$ cat config.mk
export PLATFORM = sky130hd
export DESIGN_NAME = perceptron_backprop_flat
export DESIGN_NICKNAME = d
export VERILOG_FILES = /design/src/rtl/perceptron_backprop_if.sv /design/src/rtl/perceptron_backprop.sv /design/src/flat_wrapper.sv
export SDC_FILE = /design/constraint.sdc
export NUM_CORES = 2
export LEC_CHECK = 0
export CORE_MARGIN = 4
export CORE_UTILIZATION = 40
export CTS_BUF_LIST = sky130_fd_sc_hd__clkbuf_4 sky130_fd_sc_hd__clkbuf_8 sky130_fd_sc_hd__clkbuf_16
export DETAILED_ROUTE_END_ITERATION = 8
export DONT_BUFFER_PORTS = 1
export PLACE_DENSITY = 0.5
export SLEW_MARGIN = 40
export SYNTH_ARGS = -nofsm -noshare
export SYNTH_HDL_FRONTEND = slang
export SYNTH_SLANG_ARGS = --single-unit
$ cat constraint.sdc
create_clock -name clk -period 14.2 [get_ports clk]
set_clock_uncertainty 0.15 [all_clocks]
set_input_delay 2.84 -clock clk [delete_from_list [all_inputs] [get_ports clk]]
set_output_delay 2.84 -clock clk [all_outputs]
set_load 0.005 [all_outputs]
$ cat src/rtl/perceptron_backprop_if.sv
// Signal bundle between a perceptron training controller and the backprop engine.
// A sample moves on the rising edge where start_valid && start_ready. Once valid is raised, the sample is held until that edge.
`ifndef FP_WIDTH
`define FP_WIDTH 16
`endif

interface perceptron_backprop_if #(
   parameter int WIDTH = `FP_WIDTH,
   parameter int N     = 4
);
   logic                    load_en;
   logic signed [WIDTH-1:0] w_in [N];
   logic signed [WIDTH-1:0] b_in;
   logic                    start_valid;
   logic                    start_ready;
   logic signed [WIDTH-1:0] x [N];
   logic signed [WIDTH-1:0] z;
   logic signed [WIDTH-1:0] dy;
   logic signed [WIDTH-1:0] lr;
   logic signed [WIDTH-1:0] w_out [N];
   logic signed [WIDTH-1:0] b_out;
   logic signed [WIDTH-1:0] dx [N];
   logic                    busy;
   logic                    done;
   logic [2:0]              state_dbg;

   modport master (
      output load_en, w_in, b_in, start_valid, x, z, dy, lr,
      input  start_ready, w_out, b_out, dx, busy, done, state_dbg
   );
   modport slave (
      input  load_en, w_in, b_in, start_valid, x, z, dy, lr,
      output start_ready, w_out, b_out, dx, busy, done, state_dbg
   );
endinterface

$ cat src/rtl/perceptron_backprop.sv
// Backward pass and SGD weight update for a single ReLU perceptron.
// The engine owns the weight and bias registers. It updates one element per cycle.
`ifndef FP_WIDTH
`define FP_WIDTH 16
`endif

module perceptron_backprop #(
   parameter int WIDTH = `FP_WIDTH,
   parameter int FRAC  = 8,
   parameter int N     = 4
) (
   input logic clk,
   input logic rst_n,
   perceptron_backprop_if.slave bus
);
   typedef enum logic [2:0] {S_IDLE, S_DELTA, S_UPDATE, S_BIAS, S_DONE} state_t;
   localparam int IW = (N > 1) ? $clog2(N) : 1;

   function automatic logic signed [WIDTH-1:0] sat(input logic signed [2*WIDTH:0] v);
      logic signed [2*WIDTH:0] hi;
      logic signed [2*WIDTH:0] lo;
      hi = {{(WIDTH+2){1'b0}}, {(WIDTH-1){1'b1}}};
      lo = {{(WIDTH+2){1'b1}}, {(WIDTH-1){1'b0}}};
      if (v > hi)      sat = hi[WIDTH-1:0];
      else if (v < lo) sat = lo[WIDTH-1:0];
      else             sat = v[WIDTH-1:0];
   endfunction

   state_t                  state, state_nx;
   logic [IW-1:0]           idx;
   logic signed [WIDTH-1:0] x_r [N];
   logic signed [WIDTH-1:0] z_r, dy_r, lr_r, d_r, step_r, b_r;
   logic signed [WIDTH-1:0] w_r [N];
   logic signed [WIDTH-1:0] dx_r [N];
   logic                    done_r;

   logic                      accept, load_take;
   logic signed [WIDTH-1:0]   d_next, step_next, w_cur, dx_next, upd, w_new, b_new;
   logic signed [2*WIDTH-1:0] step_prod, dx_prod, upd_prod;
   logic signed [WIDTH:0]     w_diff, b_diff;

   // done is registered one cycle after the DONE state, so start_ready stays low until the cycle after done.
   assign load_take       = (state == S_IDLE) && bus.load_en;
   assign bus.start_ready = (state == S_IDLE) && !bus.load_en && !done_r;
   assign accept          = bus.start_valid && bus.start_ready;
   assign bus.busy        = (state != S_IDLE);
   assign bus.done        = done_r;
   assign bus.state_dbg   = 3'(state);
   assign bus.w_out       = w_r;
   assign bus.b_out       = b_r;
   assign bus.dx          = dx_r;

   always_comb begin
      d_next    = (z_r > 0) ? dy_r : '0;
      step_prod = lr_r * d_next;
      step_next = sat(step_prod >>> FRAC);
      w_cur     = w_r[idx];
      dx_prod   = d_r * w_cur;
      dx_next   = sat(dx_prod >>> FRAC);
      upd_prod  = step_r * x_r[idx];
      upd       = sat(upd_prod >>> FRAC);
      w_diff    = w_cur - upd;
      w_new     = sat(w_diff);
      b_diff    = b_r - step_r;
      b_new     = sat(b_diff);
   end

   always_comb begin
      state_nx = state;
      case (state)
         S_IDLE:   if (accept) state_nx = S_DELTA;
         S_DELTA:  state_nx = S_UPDATE;
         S_UPDATE: if (idx == IW'(N-1)) state_nx = S_BIAS;
         S_BIAS:   state_nx = S_DONE;
         S_DONE:   state_nx = S_IDLE;
         default:  state_nx = S_IDLE;
      endcase
   end

   always_ff @(posedge clk or negedge rst_n) begin
      if (!rst_n) state <= S_IDLE;
      else        state <= state_nx;
   end

   always_ff @(posedge clk or negedge rst_n) begin
      if (!rst_n) begin
         idx    <= '0;
         z_r    <= '0;
         dy_r   <= '0;
         lr_r   <= '0;
         d_r    <= '0;
         step_r <= '0;
         b_r    <= '0;
         done_r <= 1'b0;
         for (int i = 0; i < N; i++) begin
            x_r[i]  <= '0;
            w_r[i]  <= '0;
            dx_r[i] <= '0;
         end
      end else begin
         done_r <= (state == S_DONE);
         case (state)
            S_IDLE: begin
               if (load_take) begin
                  w_r <= bus.w_in;
                  b_r <= bus.b_in;
               end else if (accept) begin
                  x_r  <= bus.x;
                  z_r  <= bus.z;
                  dy_r <= bus.dy;
                  lr_r <= bus.lr;
                  idx  <= '0;
               end
            end
            S_DELTA: begin
               d_r    <= d_next;
               step_r <= step_next;
            end
            S_UPDATE: begin
               // dx uses the weight value from before this cycle's update.
               dx_r[idx] <= dx_next;
               w_r[idx]  <= w_new;
               idx       <= idx + IW'(1);
            end
            S_BIAS:  b_r <= b_new;
            default: ;
         endcase
      end
   end
endmodule

$ cat src/flat_wrapper.sv
// flat-port wrapper written by rule: the top's interface ports become plain ports
module perceptron_backprop_flat 
#(
   parameter int WIDTH = `FP_WIDTH,
   parameter int FRAC  = 8,
   parameter int N     = 4
)
  (clk, rst_n, bus_load_en, bus_w_in, bus_b_in, bus_start_valid, bus_x, bus_z, bus_dy, bus_lr, bus_start_ready, bus_w_out, bus_b_out, bus_dx, bus_busy, bus_done, bus_state_dbg);
  perceptron_backprop_if #(.WIDTH(WIDTH), .N(N)) bus_i ();
  input logic clk;
  input logic rst_n;
  input wire logic [$bits(bus_i.load_en)-1:0] bus_load_en;
  input wire logic [$bits(bus_i.w_in)-1:0] bus_w_in;
  input wire logic [$bits(bus_i.b_in)-1:0] bus_b_in;
  input wire logic [$bits(bus_i.start_valid)-1:0] bus_start_valid;
  input wire logic [$bits(bus_i.x)-1:0] bus_x;
  input wire logic [$bits(bus_i.z)-1:0] bus_z;
  input wire logic [$bits(bus_i.dy)-1:0] bus_dy;
  input wire logic [$bits(bus_i.lr)-1:0] bus_lr;
  output wire logic [$bits(bus_i.start_ready)-1:0] bus_start_ready;
  output wire logic [$bits(bus_i.w_out)-1:0] bus_w_out;
  output wire logic [$bits(bus_i.b_out)-1:0] bus_b_out;
  output wire logic [$bits(bus_i.dx)-1:0] bus_dx;
  output wire logic [$bits(bus_i.busy)-1:0] bus_busy;
  output wire logic [$bits(bus_i.done)-1:0] bus_done;
  output wire logic [$bits(bus_i.state_dbg)-1:0] bus_state_dbg;
  assign bus_i.load_en = bus_load_en;
  assign bus_i.w_in = {>>{bus_w_in}};
  assign bus_i.b_in = bus_b_in;
  assign bus_i.start_valid = bus_start_valid;
  assign bus_i.x = {>>{bus_x}};
  assign bus_i.z = bus_z;
  assign bus_i.dy = bus_dy;
  assign bus_i.lr = bus_lr;
  assign bus_start_ready = bus_i.start_ready;
  assign bus_w_out = {>>{bus_i.w_out}};
  assign bus_b_out = bus_i.b_out;
  assign bus_dx = {>>{bus_i.dx}};
  assign bus_busy = bus_i.busy;
  assign bus_done = bus_i.done;
  assign bus_state_dbg = bus_i.state_dbg;
  perceptron_backprop #(.WIDTH(WIDTH), .FRAC(FRAC), .N(N)) u_core (.clk(clk), .rst_n(rst_n), .bus(bus_i));
endmodule
==> flow_metrics.tcl <==
set metrics [dict create \
    status "finished clean" \
    grt_pass1_wl_um 221000 \
    clk_latency_ns 0.60 \
    critPathLaunchType "flop" \
    cts_tree "done" \
    cts_buffers 39 \
    hold_class "flop to flop" \
    post-dp-hpwl_um 113000 \
    grt_util_all_layers 0.249 \
    synth_top_cell_by_area "fa_1" \
    wl_um 141000 \
    antenna_found_initial 33 \
    slew_headroom 0.416 \
    crit_type "flop to flop" \
    crit_top_cell "fa_1" \
    cts_max_level 2 \
    final_cell_mix "nand2_1, inv_1, fa_1" \
    cts_buffer_depth 3 \
    viasPerCell 5.34 \
    clk_pin_slew_ns 0.06 \
    core_mm2 0.109 \
    avgSynthCellArea_um2 9.15 \
    crit_required_ns 14.54 \
    netlist_area_mm2 0.0441 \
    rows 121 \
    grt-ovfl-total 0 \
    dieWidth_um 340 \
    slew_viol_final 0 \
    yosys_register_bits 294 \
    worst_ep_arrival_time_ns 12.35 \
    cts_root_buffer "clkbuf_16" \
    whs_ns 0.324 \
    post_cts_buffers 0 \
    synth-main-ff-cell "dfrtp_1" \
    critPathMaxStageDelay_ns 0.79 \
    dieArea_mm2 0.116 \
    async_reset_ff_frac 1.00 \
    fin_crit_ns 12.01 \
    cts_sinks 294 \
    grt_max_degree 295 \
    synth.area.top_cells "fa_1, dfrtp_1, nand2_1" \
    ctsHoldBuffers 0 \
    fin_setup_tns_ns 0 \
    grt_setup_unrepaired "no" \
    fmax_mhz 83.3 \
    die_h_um 340 \
    area_growth_pct 6.34 \
    setup.worst_path.end_class "flop" \
    start_util 0.404 \
    worstMarginPinSlew_ns 0.865 \
    synth.yosys.seq_area_share 0.167 \
    top_level_ports 346 \
    drive_gt1_frac 0.0473 \
    slowest_stage "dfrtp_2" \
    first_iter_violations 2302 \
    drtAntennaViolNets 0 \
    yosysTopAreaCellShare 0.357 \
    synthCells 4822 \
    layout.nets 5923 \
    place_congestion 0.899 \
    cts_resized 0 \
    wl_per_cell_um 22.8 \
    synth_warnings 0 \
    final_util 0.430 \
    critPathMaxFanout 24 \
    drcViolationCount 0 \
    finalSetupViolCount 0 \
    finalCritPeriodShare 0.845 \
    port_buffers 0 \
    first_pass_iters 5 \
    finalHoldViolCount 0 \
    synthesis.nets 6076 \
    reg2reg_setup_slack_ns 2.19 \
    synth_edf_count 0 \
    final_common_cell "nand2_1" \
    max-cap-violations 0 \
    synth_cell_types 87 \
    grt_pass1_vias 35400 \
    via_count 33100 \
]
worst max-delay path, delay by kind of cell (launching register included):
family / cells / cell delay [ns]
AO/OA/AOI/OAI: 16 / 4.58
adder cells (fa/ha/maj): 9 / 4.04
AND/OR/NAND/NOR: 4 / 1.21
multiplexers: 2 / 0.86
flip-flops: 1 / 0.79
buffers and inverters: 4 / 0.19
cell type report:
class | instances | area [um^2]
sequential | 294 | 7370
multi-input combinational | 3416 | 32700
inverter | 889 | 3340
timing repair buffer | 29 | 229
tap | 1476 | 1850
fill | 10900 | 62200
clock buffer | 51 | 1140
clock inverter | 16 | 216
antenna | 23 | 57.6
state kept, by name (all words and copies together) (netlist names):
| register | flops |
|---|---|
| u_core.bus.done | 1 |
| u_core.dy_r | 16 |
| u_core.z_r | 16 |
| u_core.d_r | 16 |
| u_core.bus.state_dbg | 3 |
| u_core.x_r | 64 |
| u_core.bus.w_out | 64 |
| u_core.bus.b_out | 16 |
| u_core.step_r | 16 |
| u_core.bus.dx | 64 |
| u_core.idx | 2 |
| u_core.lr_r | 16 |
per-layer routing:
layer | GRT usage | vias up | part of all wire
li1 | - | 14800 | -
met1 | 0.337 | 17100 | 0.42
met2 | 0.392 | 967 | 0.46
met3 | 0.0744 | 182 | 0.094
met4 | 0.0682 | 14 | 0.027
met5 | 0 | - | 0.00066
Yosys cell counts (6+ instances only):
master       n
or2_2       19
nor3_1      43
o21ai_0     79
ha_1       272
o211a_1      6
buf_1       14
a22o_1       6
o21bai_1     8
mux2i_1     14
a221o_1      7
a21o_1      39
fa_1       786
o31ai_1      9
o211ai_1    68
nor2_1      89
nand3_1     26
and3_1     137
nor4_1      10
nand4_1     15
and2_1     233
inv_1      888
a2bb2oi_1    8
mux4_2      31
a21oi_1    138
o221ai_1    27
nand2b_1    28
dfrtp_1    294
a211oi_1    13
a21boi_0     6
a31oi_1     20
o22ai_1     25
clkbuf_1   199
xnor2_1     77
a21oi_2     11
or3_1        9
xor2_1      40
nand2_1    952
o21a_1      16
a221oi_1     8
nor2b_1     16
a22oi_1     32
cell families after synthesis:
logic type | count (synthesis) | share of synthesized area
AO/OA/AOI/OAI | 583 | 0.0917
XOR/XNOR | 117 | 0.0232
adder cells (fa/ha/maj) | 1062 | 0.435
buffers and inverters | 1112 | 0.0956
flip-flops | 294 | 0.167
multiplexers | 47 | 0.0195
AND/OR/NAND/NOR | 1607 | 0.168
final timing paths:
| check | depth (start not counted) | to | start |
|---|---|---|---|
| max | 35 | u_core.bus.w_out[56]$_DFFE_PN0P_ | u_core.idx[1]$_DFFE_PN0P_ |
| min | 2 | u_core.x_r[8]$_DFFE_PN0P_ | u_core.x_r[8]$_DFFE_PN0P_ |
| max reg2reg | 35 | u_core.bus.w_out[56]$_DFFE_PN0P_ | u_core.idx[1]$_DFFE_PN0P_ |
| min reg2reg | 2 | u_core.x_r[8]$_DFFE_PN0P_ | u_core.x_r[8]$_DFFE_PN0P_ |
| max in group asynchronous | 0 | u_core.bus.w_out[4]$_DFFE_PN0P_ | rst_n |
| min in group asynchronous | 0 | u_core.z_r[12]$_DFFE_PN0P_ | rst_n |
per-stage QoR:
step	instance area [um^2]	setup WS, ns	std cells
2_1_floorplan	44100	3.00	4822
3_3_place_gp	45400	2.34	6102
3_5_place_dp	45400	2.05	6102
4_1_cts	46800	2.01	6169
5_1_grt	46900	1.43	6179
6_report	46900	2.19	6194
Power is left out: the tool's default activity adds up to more than one toggle a clock period on the data nets, which glitch-free logic cannot reach.
